<file path="src/rtl/riscv_pkg.sv">
`default_nettype none
// ============================================================================
// Module      : riscv_pkg
// Description : Shared core definitions. Holds the PC width, the canonical
//               NOP encoding (addi x0,x0,0) and the fetch-queue entry type.
// Revision    : 1.0 - initial release
// ============================================================================
package riscv_pkg;

    localparam int          XLEN      = 64;
    localparam logic [31:0] NOP_INSTR = 32'h0000_0013;

    typedef struct packed {
        logic [XLEN-1:0] pc;
        logic [31:0]     instr;
    } fq_entry_t;

endpackage
`default_nettype wire

</file>
<file path="src/rtl/fq_ctrl.sv">
`default_nettype none
// ============================================================================
// Module      : fq_ctrl
// Description : Pointer, occupancy and handshake control for fetch_queue.
//               Produces the write/read pointers, the occupancy count, the
//               qualified push strobe and the full/valid flags.
// Ports       : clk, rst (async, active-low)
//               i_valid_f  - fetch presents an instruction
//               i_stall_d  - decode holds the head
//               i_flush_d  - redirect, empties the queue
//               o_push     - entry at o_wr_ptr is written this cycle
//               o_wr_ptr   - next slot to write
//               o_rd_ptr   - head slot
//               o_count    - occupancy
//               o_stall_f  - queue full
//               o_valid_d  - head entry valid
// Revision    : 1.0 - initial release
// ============================================================================
module fq_ctrl #(
    parameter int DEPTH = 4
) (
    input  logic                     clk,
    input  logic                     rst,
    input  logic                     i_valid_f,
    input  logic                     i_stall_d,
    input  logic                     i_flush_d,
    output logic                     o_push,
    output logic [$clog2(DEPTH)-1:0] o_wr_ptr,
    output logic [$clog2(DEPTH)-1:0] o_rd_ptr,
    output logic [$clog2(DEPTH):0]   o_count,
    output logic                     o_stall_f,
    output logic                     o_valid_d
);

    localparam int PTR_W = $clog2(DEPTH);
    localparam int CNT_W = PTR_W + 1;
    localparam logic [CNT_W-1:0] C_FULL_CNT = CNT_W'(DEPTH);

    logic [PTR_W-1:0] r_wr_ptr;
    logic [PTR_W-1:0] r_rd_ptr;
    logic [CNT_W-1:0] r_count;
    logic             w_full;
    logic             w_push;
    logic             w_pop;

    // Flags come from registered count only, so nothing from decode reaches
    // the fetch PC enable combinationally.
    assign w_full = (r_count == C_FULL_CNT);
    assign w_push = i_valid_f & ~w_full & ~i_flush_d;
    assign w_pop  = (r_count != '0) & ~i_stall_d & ~i_flush_d;

    always_ff @(posedge clk or negedge rst) begin
        if (!rst) begin
            r_wr_ptr <= '0;
            r_rd_ptr <= '0;
            r_count  <= '0;
        end else if (i_flush_d) begin
            // Wrong-path redirect: drop everything; stale slot data is harmless.
            r_rd_ptr <= r_wr_ptr;
            r_count  <= '0;
        end else begin
            if (w_push) r_wr_ptr <= r_wr_ptr + PTR_W'(1);
            if (w_pop)  r_rd_ptr <= r_rd_ptr + PTR_W'(1);
            case ({w_push, w_pop})
                2'b10:   r_count <= r_count + CNT_W'(1);
                2'b01:   r_count <= r_count - CNT_W'(1);
                default: r_count <= r_count;
            endcase
        end
    end

    assign o_push    = w_push;
    assign o_wr_ptr  = r_wr_ptr;
    assign o_rd_ptr  = r_rd_ptr;
    assign o_count   = r_count;
    assign o_stall_f = w_full;
    assign o_valid_d = (r_count != '0);

endmodule
`default_nettype wire

</file>
<file path="src/rtl/fetch_queue.sv">
`default_nettype none
// ============================================================================
// Module      : fetch_queue
// Description : Instruction queue between fetch and decode. Captures
//               {PC_F, Instr_F} pairs and presents them to decode in order.
//               Stalls fetch when full, empties on a redirect.
// Ports       : clk, rst (async, active-low)
//               Valid_F/PC_F/Instr_F - fetch side input
//               StallF               - queue full, fetch holds its PC
//               StallD               - decode holds the head
//               FlushD               - redirect, discard all entries
//               Valid_D/PC_D/Instr_D - head entry (0 / NOP when empty)
//               Count                - occupancy
// Revision    : 1.0 - initial release
// ============================================================================
module fetch_queue
    import riscv_pkg::*;
#(
    parameter int          DEPTH = 4,
    parameter int          XLEN  = riscv_pkg::XLEN,
    parameter logic [31:0] NOP   = NOP_INSTR
) (
    input  logic                     clk,
    input  logic                     rst,
    input  logic                     Valid_F,
    input  logic [XLEN-1:0]          PC_F,
    input  logic [31:0]              Instr_F,
    output logic                     StallF,
    input  logic                     StallD,
    input  logic                     FlushD,
    output logic                     Valid_D,
    output logic [XLEN-1:0]          PC_D,
    output logic [31:0]              Instr_D,
    output logic [$clog2(DEPTH):0]   Count
);

    localparam int PTR_W = $clog2(DEPTH);

    logic             w_push;
    logic [PTR_W-1:0] w_wr_ptr;
    logic [PTR_W-1:0] w_rd_ptr;
    logic             w_valid_d;

    logic [XLEN-1:0]  r_mem_pc    [DEPTH];
    logic [31:0]      r_mem_instr [DEPTH];

    fq_ctrl #(
        .DEPTH (DEPTH)
    ) u_ctrl (
        .clk       (clk),
        .rst       (rst),
        .i_valid_f (Valid_F),
        .i_stall_d (StallD),
        .i_flush_d (FlushD),
        .o_push    (w_push),
        .o_wr_ptr  (w_wr_ptr),
        .o_rd_ptr  (w_rd_ptr),
        .o_count   (Count),
        .o_stall_f (StallF),
        .o_valid_d (w_valid_d)
    );

    generate
        for (genvar i = 0; i < DEPTH; i++) begin : g_entry
            always_ff @(posedge clk or negedge rst) begin
                if (!rst) begin
                    r_mem_pc[i]    <= '0;
                    r_mem_instr[i] <= '0;
                end else if (w_push && (w_wr_ptr == PTR_W'(i))) begin
                    r_mem_pc[i]    <= PC_F;
                    r_mem_instr[i] <= Instr_F;
                end
            end
        end
    endgenerate

    // Head is read straight from the array; an empty queue shows a bubble.
    assign Valid_D = w_valid_d;
    assign PC_D    = w_valid_d ? r_mem_pc[w_rd_ptr]    : '0;
    assign Instr_D = w_valid_d ? r_mem_instr[w_rd_ptr] : NOP;

endmodule
`default_nettype wire

</file>
<file path="config.mk">
export PLATFORM = sky130hd
export DESIGN_NAME = fetch_queue
export DESIGN_NICKNAME = d
export VERILOG_FILES = /design/src/rtl/riscv_pkg.sv /design/src/rtl/fq_ctrl.sv /design/src/rtl/fetch_queue.sv
export SDC_FILE = /design/constraint.sdc
export NUM_CORES = 1
export LEC_CHECK = 0
export CAP_MARGIN = 20
export CORE_MARGIN = 2
export CORE_UTILIZATION = 50
export CTS_CLUSTER_DIAMETER = 150
export DETAILED_ROUTE_END_ITERATION = 16
export GPL_TIMING_DRIVEN = 0
export PLACE_DENSITY = 0.74
export SKIP_LAST_GASP = 1
export SYNTH_ARGS = -nofsm -noshare
export SYNTH_HDL_FRONTEND = slang
export SYNTH_SLANG_ARGS = --single-unit
</file>
<file path="constraint.sdc">
create_clock -name clk -period 2.2 [get_ports clk]
set_input_delay 0.33 -clock clk [delete_from_list [all_inputs] [get_ports clk]]
set_output_delay 0.33 -clock clk [all_outputs]
set_load 0.02 [all_outputs]
</file>
==> reports/summary.txt, run 1 <==
drt first pass iters: 4
Total Routing Usage GR: 21.9%
Vias: 10544
area growth from synthesis to layout: 30.4%
Synth Flop Type: dfrtp_1
setup TNS: -24810 ps
Hold WC Path Type: input port to asynchronous set/reset pin
CP Capture Type: primary output
WL/cell: 21.7 um
Antenna Cells: 0
Post-Syn Area: 18000 sq um
IO buf count: 201
maximum vdd drop: 0.867 mV
std cell rows: 69
worst-path maximum fanout: 7
Seq cells post-synth: 391
async set or reset register ratio after synthesis: 100%
CTS Root Cell: clkbuf_16
Die H: 194 um
Commonest cells post-synth: dfrtp_1, mux2_2, mux2_1, mux4_2, nor2b_1
Avg Synthesized Cell Area: 16.3 sq um
register area share after synthesis: 54.4%
DRT Wirelength: 41200 um
worst setup path start: u_ctrl.o_rd_ptr[0]$_DFFE_PN0P_
fraction of layout cells with a size suffix above 1: 47.6%
Max-cap violations: 0
GRT overflow: 0
CTS Buf Count: 42
critical path arrival: 2210 ps
total die area: 37500 sq um
final hold vios: 0
Reg clk slew, reported paths: 60 ps
minimum clock period: 2540 ps
RR Endpoint: r_mem_pc[104]$_DFFE_PN0P_
reg2reg setup slack: 30 ps
Final Cycle Share: 116%
Starting Density: 50.7%
antenna-violating nets left: 0
DRC Markers: 0
# H-tree levels: 2
EDFF count, synth: 0
# IOs: 202
Mapped Cells: 1104
vias per inst: 5.56
R2R cell count: 8
first-pass GRT wire length: 64900 um
Initial DRC Count: 363
status: finished with violations
final setup vio count: 97
Yosys top cell by area: dfrtp_1
placed cells: 1769
CTS Sinks: 391
clock latency on the worst-skew pair: 540 ps
clk buf depth: 3
worst r2r src: u_ctrl.o_count[0]$_DFFE_PN0P_
Yosys top cell area share: 54.4%
post-route clock skew: 17.9 ps
die width: 194 um
fmax: 0.393 GHz
largest net degree at the start of global routing: 123
CTS tree: yes
setup ws final: -344 ps
LEAKAGE: 10.2 nW
Max-Slew Margin vs Limit: 57.7%
RSZ-0062 raised after global routing: yes
Mapped Nets: 1210
Synth area leaders: dfrtp_1, mux2_2, mux4_2
critical path launch point type: register
routability cong.: 0.751
Final HPWL DP: 25400 um
Setup crit end: PC_D[15]
Pins Over Slew Limit: 0
core box area: 35500 sq um
worst slew pin tran: 634 ps
Final #Nets: 1516
critical path class: register to primary output
Worst Path Required: 1870 ps
final core occ: 66.0%
initial antenna violation count: 3
Non-Filler Instances: 1898
pwr dens: 1440 nW/um^2
most frequent cell after synthesis: dfrtp_1
Synth cell types: 36
failing checks: setup timing
fillers: 2488
number of synthesis warnings: 0
number of global-route vias before repair: 11469
==> layout by cell type, fill, tap and decap left out, types with 40 or more instances in the layout <==
cell	count
nor2b_1	40
buf_6	79
mux2_1	160
clkdlybuf4s50_1	102
mux2_2	225
mux4_2	96
clkbuf_16	52
nor2b_4	54
buf_4	53
dfrtp_1	390
==> flip-flops by register name (all words and copies together) (netlist names) <==
name / flops
r_mem_pc: 256
r_mem_instr: 128
u_ctrl.o_count: 3
u_ctrl.o_rd_ptr: 2
u_ctrl.o_wr_ptr: 2
==> worst min-delay path by stage <==
stage / endpoint / slack (ps) / cells past startpoint
after global routing: r_mem_pc[115]$_DFFE_PN0P_ / 350 / 2
final: r_mem_pc[115]$_DFFE_PN0P_ / 310 / 2
after detailed placement: r_mem_pc[115]$_DFFE_PN0P_ / 290 / 1
after floorplan: r_mem_instr[0]$_DFFE_PN0P_ / 30 / 0
after CTS: r_mem_pc[115]$_DFFE_PN0P_ / 310 / 2
after global placement: r_mem_pc[94]$_DFFE_PN0P_ / 470 / 1
==> cell type report <==
type,count,area [sq um],share of cell area [%]
Tap cell,461,577,2.46
Timing Repair Buffer,264,2790,11.9
Inverter,8,32.5,0.139
Multi-Input combinational cell,626,7930,33.8
Sequential cell,391,9790,41.8
Clock inverter,11,109,0.464
Clock buffer,60,1190,5.08
Buffer,77,1020,4.34
==> logic make-up (layout without fill, tap and decap cells) <==
| family | after synthesis | after routing | synth area share (%) |
|---|---|---|---|
| multiplexers | 481 | 481 | 36.1 |
| flip-flops | 391 | 391 | 54.4 |
| AND/OR/NAND/NOR | 120 | 120 | 4.36 |
| buffers and inverters | 87 | 420 | 3.93 |
| AO/OA/AOI/OAI | 18 | 18 | 0.647 |
| adder cells (fa/ha/maj) | 5 | 5 | 0.390 |
| XOR/XNOR | 2 | 2 | 0.0975 |
==> where the power goes <==
| group | internal (W) | switching, W | total [W] |
|---|---|---|---|
| Clock | 0.00398 | 0.00277 | 0.00675 |
| Combinational | 0.00911 | 0.00543 | 0.0145 |
| Sequential | 0.0108 | 0.00176 | 0.0126 |
==> metal layers <==
layer	GRT usage (%)	routed length [um]	vias up
met5	0	25	-
met4	5.91	890	4
met3	4.19	1750	60
met2	35.6	20100	215
met1	30.5	18400	5601
li1	-	-	4664
==> metrics by stage <==
step | total power (W) | setup WS [ps] | area (sq um) | hold WS (ps)
after global placement | 0.0243 | -16080 | 20600 | 468
after detailed placement | 0.0247 | -1230 | 20700 | 292
after global routing | 0.0357 | -434 | 23400 | 346
after floorplan | 0.0209 | 10.1 | 18000 | 34.4
final | 0.0338 | -344 | 23400 | 312
after CTS | 0.0325 | -433 | 22600 | 312
==> worst max-delay path, cell delays in order, from the launching register on <==
cell and delay, ps:
dfrtp_1 370, buf_12 160, buf_12 160, buf_12 120
buf_6 100, mux4_2 490, nor2b_4 150, buf_6 120
==> repair_timing <==
item,in CTS,in global routing
resized for setup,503,269
setup buffers,24,25
endpoints found under the hold margin,59,0
gates cloned,7,5
setup endpoints to repair,100,100
hold buffers,1,0
pin swaps,2,7
Note: power is estimated with default switching activity, not from simulation.
==> inputs of run 2 (changes only) <==
--- a/config.mk
+++ b/config.mk
@@ -10,9 +10,11 @@
 export CORE_UTILIZATION = 50
 export CTS_CLUSTER_DIAMETER = 150
 export DETAILED_ROUTE_END_ITERATION = 16
+export GPL_ROUTABILITY_DRIVEN = 0
 export GPL_TIMING_DRIVEN = 0
 export PLACE_DENSITY = 0.74
 export SKIP_LAST_GASP = 1
+export SLEW_MARGIN = 40
 export SYNTH_ARGS = -nofsm -noshare
 export SYNTH_HDL_FRONTEND = slang
 export SYNTH_SLANG_ARGS = --single-unit
==> run 2 against run 1 <==
Effect of this change: the flow still finishes with violations (setup timing); sequential share of layout area shrank 0.66 points; largest power group unchanged; cell count rose by 0.32%; critical path depth is 1 lower; clock skew grew 2.1 ps; sequential power about the same; hold slack worse by 7.4 ps; flip-flop and latch count stayed put; non-clock buffer count decreased by 2.
==> reports/summary.txt, run 2 (synthesis results as in run 1) <==
CP most frequent cell: buf_4
Die H: 194 um
fraction of layout cells with a size suffix above 1: 48.9%
CTS Sinks: 391
die width: 194 um
Place WS: -867 ps
P_sw: 0.0102 W
Sw Ratio: 29.1%
pwr dens: 1470 nW/um^2
CTS Buf Count: 44
worst slew pin tran: 476 ps
combinational power share: 42.3%
Antenna Cells: 0
post-route clock skew: 20.0 ps
Final HPWL DP: 25700 um
largest net degree at the start of global routing: 75
number of global-route vias before repair: 11677
internal power: 0.0247 W
Worst Path Required: 1870 ps
Final Cycle Share: 115%
Total Routing Usage GR: 22.5%
max reg flops: 256
GRT overflow: 0
Pins Over Slew Limit: 0
first-pass GRT wire length: 66200 um
Hold WC Path Type: input port to asynchronous set/reset pin
WL/cell: 22.0 um
# IOs: 202
Most flops, register: r_mem_pc
Reg clk slew, reported paths: 60 ps
drt first pass iters: 6
critical path arrival: 2200 ps
maximum vdd drop: 0.993 mV
vias per inst: 5.54
DRC Markers: 0
minimum clock period: 2530 ps
Max-cap violations: 0
Vias: 10548
commonest non-fill, non-tap cell in the layout: dfrtp_1
Initial DRC Count: 383
post-route cell area: 23800 sq um
total die area: 37500 sq um
final hold vios: 0
area growth from synthesis to layout: 32.5%
status: finished with violations
clk buf depth: 3
final setup vio count: 98
fmax: 0.395 GHz
worst-path maximum fanout: 7
std cell rows: 69
# H-tree levels: 2
failing checks: setup timing
antenna-violating nets left: 0
RSZ-0062 raised after global routing: yes
slowest stage cell on the critical path: mux4_2
crit-path cells: buf_12, buf_4, buf_16, mux4_2, nor2b_4, buf_4
setup TNS: -25740 ps
CTS tree: yes
Max-Slew Margin vs Limit: 68.3%
core box area: 35500 sq um
Starting Density: 50.7%
clock latency on the worst-skew pair: 550 ps
part of the power in registers: 36.0%
Crit path largest cell delay: 510 ps
CTS Root Cell: clkbuf_16
initial antenna violation count: 2
Final #Nets: 1516
critical path class: register to primary output
Post-DP Area: 20700 sq um
IO buf count: 201
CP Capture Type: primary output
setup ws final: -330 ps
most frequent cells in the layout: dfrtp_1, mux2_2, mux2_1
DRT Wirelength: 41800 um
critical path launch point type: register
clock network power share: 21.8%
LEAKAGE: 10.4 nW
## run 2: changes by cell type in the layout (fill, tap and decap cells not counted), sizes merged
| cell | before | now |
|---|---|---|
| clkinv | 8 | 6 |
| buf | 206 | 216 |
| clkbuf | 91 | 85 |
| inv | 9 | 11 |
| clkdlybuf4s15 | 1 | 0 |
| bufinv | 2 | 5 |
## run 2: stage by stage
| step | total power, W | utilization (%) | hold WS, ps | instances |
|---|---|---|---|---|
| 3_3_place_gp | 0.0243 | 58.0 | 468 | 1766 |
| 6_report | 0.0349 | 67.1 | 304 | 1904 |
| 3_5_place_dp | 0.0247 | 58.4 | 295 | 1771 |
| 4_1_cts | 0.0343 | 65.7 | 310 | 1894 |
| 2_1_floorplan | 0.0209 | - | 34.4 | 1104 |
| 5_1_grt | 0.0368 | 67.1 | 353 | 1904 |
## run 2: power by group through the flow
stage                     Combinational, W  Sequential (W)  Clock [W]
after floorplan                    0.00886          0.0120          0
after global placement              0.0118          0.0125          0
after detailed placement            0.0121          0.0126          0
after CTS                           0.0141          0.0125    0.00777
after global routing                0.0157          0.0130    0.00809
final                               0.0148          0.0126    0.00760
## run 2: metal layers
| metal | wire length [um] | GRT usage, % |
|---|---|---|
| met4 | 955 | 6.36 |
| met1 | 18500 | 31.0 |
| met5 | 25 | 0 |
| met3 | 1740 | 4.47 |
| met2 | 20600 | 36.7 |
## run 2: critical path, delay by kind of cell, from the launching register on
kind                   cells  cell delay [ps]
flip-flops                 1              370
AND/OR/NAND/NOR            1              150
buffers and inverters      4              610
multiplexers               1              510
## run 2: worst paths after layout
kind,start,endpoint,slack (ps),depth (start not counted)
setup reg to reg,u_ctrl.o_count[0]$_DFFE_PN0P_,u_ctrl.o_count[1]$_DFFE_PN0P_,-80,9
setup / recovery,u_ctrl.o_rd_ptr[0]$_DFFE_PN0P_,Instr_D[13],-330,6
min in group clk,PC_F[55],r_mem_pc[119]$_DFFE_PN0P_,460,2
hold / removal,rst,r_mem_pc[119]$_DFFE_PN0P_,300,2
max in group asynchronous,rst,r_mem_pc[5]$_DFFE_PN0P_,420,5
hold reg to reg,r_mem_instr[99]$_DFFE_PN0P_,r_mem_instr[99]$_DFFE_PN0P_,490,1
## run 2: final cells by class
type,count,area (sq um)
inverters,8,32.5
clock buffers,65,1310
clock inverters,14,209
repair buffers,266,2920
well taps,461,577
flip-flops and latches,391,9790
fillers,2470,11700
multi-input cells,626,8010
plain buffers,73,965
## run 2: timing repair
action                                 4_1_cts  5_1_grt
hold buffers                                 1        0
setup buffers                               31       22
setup endpoints to repair                  100      103
endpoints found under the hold margin       59        0
gates resized for setup                    652      160
cloned                                      12        1
pin swaps                                    2        6
